`src/rtl/rd8su_seq.sv`:
```
// Sequential restoring divider: signed dividend by unsigned divisor, one quotient
// bit per cycle, valid/ready on both sides with a single operation in flight.
module rd8su_seq #(
    parameter int unsigned DW = 8,
    parameter int unsigned VW = 4
) (
    input  logic          clk,
    input  logic          rst_n,
    input  logic          in_valid,
    output logic          in_ready,
    input  logic [DW-1:0] s,
    input  logic [VW-1:0] u,
    output logic          out_valid,
    input  logic          out_ready,
    output logic [DW-1:0] quo,
    output logic [VW:0]   rem,
    output logic          dbz
);

    localparam int unsigned CW = (DW > 1) ? $clog2(DW) : 1;

    typedef enum logic [1:0] {IDLE, RUN, FIX, DONE} state_t;

    state_t        state;
    logic [CW-1:0] cnt;
    logic [VW:0]   pr;
    logic [DW-1:0] mag;
    logic [DW-1:0] qmag;
    logic [VW-1:0] ud;
    logic          neg;
    logic          zdiv;

    logic [VW:0]   pr_shift;
    logic [VW:0]   pr_sub;
    logic          pr_ge;

    // One restoring step: shift in the next dividend bit and trial-subtract the divisor
    always_comb begin
        pr_shift = {pr[VW-1:0], mag[DW-1]};
        pr_sub   = pr_shift - {1'b0, ud};
        pr_ge    = (pr_shift >= {1'b0, ud});
    end

    always_ff @(posedge clk or negedge rst_n) begin
        if (!rst_n) begin
            state     <= IDLE;
            cnt       <= '0;
            pr        <= '0;
            mag       <= '0;
            qmag      <= '0;
            ud        <= '0;
            neg       <= 1'b0;
            zdiv      <= 1'b0;
            in_ready  <= 1'b1;
            out_valid <= 1'b0;
            quo       <= '0;
            rem       <= '0;
            dbz       <= 1'b0;
        end else begin
            case (state)
                IDLE: begin
                    if (in_valid) begin
                        in_ready <= 1'b0;
                        neg      <= s[DW-1];
                        mag      <= s[DW-1] ? -s : s;
                        ud       <= u;
                        pr       <= '0;
                        qmag     <= '0;
                        cnt      <= '0;
                        zdiv     <= (u == '0);
                        state    <= (u == '0) ? FIX : RUN;
                    end
                end
                RUN: begin
                    mag  <= {mag[DW-2:0], 1'b0};
                    pr   <= pr_ge ? pr_sub : pr_shift;
                    qmag <= {qmag[DW-2:0], pr_ge};
                    cnt  <= cnt + CW'(1);
                    if (cnt == CW'(DW - 1)) begin
                        state <= FIX;
                    end
                end
                FIX: begin
                    // Divide-by-zero saturates toward the dividend's sign
                    if (zdiv) begin
                        quo <= neg ? {1'b1, {(DW-1){1'b0}}} : {1'b0, {(DW-1){1'b1}}};
                        rem <= '0;
                    end else begin
                        quo <= neg ? -qmag : qmag;
                        rem <= neg ? -pr : pr;
                    end
                    dbz       <= zdiv;
                    out_valid <= 1'b1;
                    state     <= DONE;
                end
                DONE: begin
                    if (out_ready) begin
                        out_valid <= 1'b0;
                        in_ready  <= 1'b1;
                        state     <= IDLE;
                    end
                end
                default: begin
                    state <= IDLE;
                end
            endcase
        end
    end

endmodule

```
`config.mk`:
```
export PLATFORM = sky130hd
export DESIGN_NAME = rd8su_seq
export DESIGN_NICKNAME = d
export VERILOG_FILES = /design/src/rtl/rd8su_seq.sv
export SDC_FILE = /design/constraint.sdc
export NUM_CORES = 1
export LEC_CHECK = 0
export CAP_MARGIN = 20
export CORE_ASPECT_RATIO = 0.5
export CORE_MARGIN = 3
export CORE_UTILIZATION = 56
export CTS_CLUSTER_DIAMETER = 80
export DETAILED_ROUTE_END_ITERATION = 16
export GPL_ROUTABILITY_DRIVEN = 0
export PLACE_DENSITY = 0.82
export RECOVER_POWER = 25
export SYNTH_ARGS = -nofsm -noshare
export SYNTH_HDL_FRONTEND = slang
export SYNTH_SLANG_ARGS = --single-unit
```
`constraint.sdc`:
```
create_clock -name clk -period 2.2 [get_ports clk]
set_input_delay 0.22 -clock clk [delete_from_list [all_inputs] [get_ports clk]]
set_output_delay 0.22 -clock clk [all_outputs]
set_load 0.01 [all_outputs]
```
=== Word level (Yosys, flattened, before mapping) ===
Cells that the tools add are included.

* Add/subtract/negate cells: 5
* $lt $le $gt $ge: 1
* Eq/ne operators: 7
* Multiplexer cells: 25
* Reduce and logical (&&, ||, !) cells: 10

{| class="wikitable"
|+ Operator list
! cell !! number
|-
| $mux W8 || 6
|-
| $pmux W8 S2 || 2
|-
| $mux W5 || 4
|-
| $neg A8 Y8 || 2
|-
| $pmux W5 S2 || 1
|-
| $mux W2 || 4
|-
| $pmux W2 S4 || 1
|-
| $ne A2 B2 Y1 const B || 3
|-
| $pmux W3 S2 || 1
|-
| $reduce_and A2 Y1 || 3
|-
| $reduce_and A3 Y1 || 2
|-
| $reduce_bool A2 Y1 || 3
|-
| $ge A5 B4 Y1 || 1
|-
| $neg A5 Y5 || 1
|-
| $sub A5 B4 Y5 || 1
|-
| $eq A2 B2 Y1 const B || 2
|-
| $logic_not A4 Y1 || 1
|-
| $pmux W1 S2 || 2
|-
| $add A3 B1 Y3 const B || 1
|-
| $eq A3 B3 Y1 const B || 1
|-
| $mux W1 || 3
|-
| $mux W3 || 1
|-
| $eq A2 B1 Y1 const B || 1
|-
| $logic_not A2 Y1 || 1
|}

* Bits in registers: 48
* Input port bits: 16
* Output and inout bits: 16

=== Longest topological paths before layout ===
Gate-level depths: netlist (run 1).

* Word-level depth: 4
* Mapped depth: 8

=== Least setup slack after synthesis (run 1) ===
Ideal clock, no wire load.

* Kind: register to register
* Start: reg mag[7]
* End: reg pr[4]
* Arrival: 1.625 ns
* Path slack: 0.454 ns
* Stages on the path, launching flop included: 9
* Period minus slack after synthesis: 1.746 ns
* Cells stage by stage: dfrtp_1 -> inv_1 -> ha_1 -> inv_1 -> fa_1 -> a21o_1 -> a21oi_1 -> xor2_1 -> a32o_1

* Word-level cells in the longest chain between the ends: 3

{| class="wikitable"
|+ Ends and longest elaborated chain
! item !! RTL line !! RTL
|-
| from (decl) || 27 || <nowiki>logic [DW-1:0] mag;</nowiki>
|-
| from (signal assigned) || 65 || <nowiki>mag <= s[DW-1] ? -s : s;</nowiki>
|-
| from (signal assigned) || 75 || <nowiki>mag <= {mag[DW-2:0], 1'b0};</nowiki>
|-
| $sub A5 B4 Y5 or $ge A5 B4 Y1 (tied branches) || 40, 41 ||
|-
| $mux W5 * || 76 || <nowiki>pr <= pr_ge ? pr_sub : pr_shift;</nowiki>
|-
| $pmux W5 S2 * || 60 || <nowiki>case (state)</nowiki>
|-
| to (signal assigned) || 76 ||
|-
| to (decl) || 26 || <nowiki>logic [VW:0] pr;</nowiki>
|}

Mark *: on every way between the ends. The rest lies on a longest branch, timed or not.
A chain may end at the register's enable or synchronous reset.

=== Worst setup path in the final report (run 1) ===
Same ends and word-level chain as after synthesis.

==> summary.md, run 1 <==
| Metric | Value |
|---|---|
| Status | complete, no violations |
| CTS resizes | 0 |
| Mapped Cells | 272 |
| Setup_tns | 0 ns |
| CTS clk-pin slew, worst paths | 0.09 ns |
| Hold Slack | around 0.21 ns |
| CTS tree | done |
| CP endpoint kind | register |
| WL met1 | 2630 µm |
| H-tree depth | 2 |
| Die Area | slightly below 6000 µm² |
| Antenna diodes | 0 |
| Register area | 1200 µm² |
| Final setup margin | 0.282 ns |
| Post-synthesis average cell area | 10.1 µm² |
| Vias in the first global route | a little over 2000 |
| Area post-placement | between 3000 and 4000 µm² |
| Syn Nets | a little over 300 |
| Highest routed layer | met4 |
| Design area | about 3200 µm² |
| Layout cell share with drive strength beyond 1 | 13.2% |
| First-pass GRT wire length | around 9400 µm |
| Crit path cell chain | inv_1, ha_1, inv_1, fa_1, a21o_1, a21oi_1, xor2_1, a32o_1 |
| Num CTS Buffers | 5 |
| Sequential-to-total area share from yosys stat | between 40% and 50% |
| IO buf count | 31 |
| GRT Residual Overflow | 0 |
| Pre-CTS setup slack | 0.343 ns |
| Cell mode on critical path | inv_1 |
| Largest delay share family, worst path | compound AO/OA/AOI/OAI gates |
| Postcts setup bufs | 0 |
| Critical path startpoint category | register |
| GRT Util Overall | just under 20% |
| Critical Path Fanout Max | 3 |
| Max cap viols | 0 |
| Slew at the pin closest to its max-slew limit | around 1.2 ns |
| CP Data Arrival Time | 2.11 ns |
| Non-Filler Instances | 369 |
| Die Span Y | 55.6 µm |
| WL met2 | 2670 µm |
| Via density | around 5.7 |
| Skew-Pair Late Insertion Delay | slightly above 0.3 ns |
| WL met3 | between 200 and 300 µm |
| Row cnt | 17 |
| Via count | around 2100 |
| Clock Path Buffers | 2 |
| Die width | around 110 µm |
| Fill count | between 300 and 400 |
| Multi-input logic area | about 1400 µm² |
| VDD IR max | 0.558 mV |
| WL per Instance | around 15 µm |
| Initial Utilization | between 60 and 70% |
| DRC | 0 |
| Leak Pwr | between 1 and 1.5 nW |
| Final slew viol count | 0 |
| Area Overhead vs Synth | 15.4% |
| Slowest stage cell, crit path | dfrtp_1 |
| Yosys top cell by area | dfrtp_1 |
| Ys Warns | 0 |
| Top_reg_cell synth | dfrtp_1 |
| RSZ-0062 raised after global routing | false |
| Synthesized flop and latch total | 48 |
| Initial antenna violation count | 0 |
| Final WL | 5640 µm |
| Cell variety after synth | between 50 and 60 |
| Setup violations, final | 0 |
| CTS Hold Bufs | 0 |
| Crit path time final | ~1.9 ns |
| Post-synth top area share | a little over two fifths |
| Largest net degree at the start of global routing | 49 |
| Clk_skew | around 0.008 ns |
| CP Buf/Inv Count | 2 |
| Area contributors post-synth | dfrtp_1, ha_1, mux2_2 |
| Layout Nets | 332 |
| Placed insts | approximately 360 |
| Core area | 4570 µm² |
| DRT antenna net count | 0 |
| Fin util | 69.5% |
| CP Class | register to register |
| Most frequent cells in the layout | dfrtp_1, clkdlybuf4s50_1, inv_1 |
| Synthesized area | around 2800 µm² |
| Max Freq | roughly 0.52 GHz |
| Post-DP HPWL | about 4000 µm |
| Slowest Stage Delay on Critical Path | between 0.4 and 0.5 ns |
| Headroom to the max-slew limit | a little under a quarter |
| Min-delay worst type | input pin to asynchronous set/reset pin |
| Req. time, crit path | 2.40 ns |
| Ys async rst share | 100% |
| Commonest non-fill, non-tap cell in the layout | dfrtp_1 |
| Initial DRC count | 96 |
| Final Power | roughly 5 mW |
| CTS sink count | 48 |
| Hold Fails Final Rpt | 0 |
| Pre-antenna DRT Iters | 5 |
| Clock Tree Root | clkbuf_8 |
| EDFF count, synth | 0 |
| Ports | 32 |
| Period utilization | 87.2% |
| Pwr dens | 1540 nW/µm² |
## layer usage
layer,global-route usage (%),vias up
li1,-,1030
met3,4.52,6
met5,0,-
met2,33.2,50
met1,26.6,1032
met4,4.67,0
## registers in the layout, indices dropped and copies added, names as in the netlist
| name | cells |
|---|---|
| mag | 8 |
| qmag | 8 |
| quo | 8 |
| pr | 5 |
| rem | 5 |
| ud | 4 |
| cnt | 3 |
| state | 2 |
| dbz | 1 |
| in_ready | 1 |
| neg | 1 |
| out_valid | 1 |
| zdiv | 1 |
## power breakdown
part	switching (mW)	total, mW	leakage (nW)	internal, mW
sequential	0.384	1.67	0.605	1.29
clock	0.317	0.575	0.0516	0.258
combinational	1.40	2.66	0.731	1.26
## worst reg2reg max path, cell delays in order, from the launching register on
cell     delay (ns)
dfrtp_1        0.41
inv_1          0.07
ha_1           0.15
inv_1          0.06
fa_1           0.40
a21o_1         0.18
a21oi_1        0.16
xor2_1         0.11
a32o_1         0.28
## final cells by class
| type | instances | area share (%) |
|---|---|---|
| tap | 66 | 2.60 |
| clock inverter | 2 | 0.433 |
| sequential | 48 | 37.8 |
| timing repair buffer | 36 | 10.7 |
| clock buffer | 6 | 2.60 |
| multi-input combinational | 185 | 42.8 |
| inverter | 26 | 3.07 |
## worst paths after layout
check | startpoint | to | slack, ns | depth (start not counted)
min reg2reg | mag[5]$_DFFE_PN0P_ | mag[5]$_DFFE_PN0P_ | 0.48 | 2
max in group asynchronous | rst_n | state[0]$_DFFE_PN0P_ | 1.29 | 2
min in group clk | mag[5]$_DFFE_PN0P_ | mag[5]$_DFFE_PN0P_ | 0.48 | 2
max | mag[7]$_DFFE_PN0P_ | pr[4]$_DFFE_PN0P_ | 0.28 | 8
max reg2reg | mag[7]$_DFFE_PN0P_ | pr[4]$_DFFE_PN0P_ | 0.28 | 8
min | rst_n | quo[1]$_DFFE_PN0P_ | 0.21 | 2
## cell usage after synthesis (all sizes together), types with 7 or more instances
cell type / number
o21ai: 16
nor3: 7
dfrtp: 47
inv: 26
a22o: 8
nand2b: 8
a21oi: 15
ha: 13
nand2: 21
mux2: 10
buf: 12
nor2: 20
## kinds of logic after synthesis
group | Yosys count | share of synthesized area [%]
simple gates | 75 | 14.3
compound gates | 70 | 18.7
flops | 48 | 43.7
buf+inv | 39 | 7.00
mux | 16 | 6.54
fa+ha+maj | 14 | 6.63
xor+xnor | 10 | 3.18
Note: power is estimated with default switching activity, not from simulation.
==> run 2: changes to the inputs <==
--- a/config.mk
+++ b/config.mk
@@ -5,6 +5,7 @@
 export SDC_FILE = /design/constraint.sdc
 export NUM_CORES = 1
 export LEC_CHECK = 0
+export ABC_CLOCK_PERIOD_IN_PS = 2200
 export CAP_MARGIN = 20
 export CORE_ASPECT_RATIO = 0.5
 export CORE_MARGIN = 3
==> results of run 2 <==
No change in the layout: final DEF, timing and power equal those of run 1.
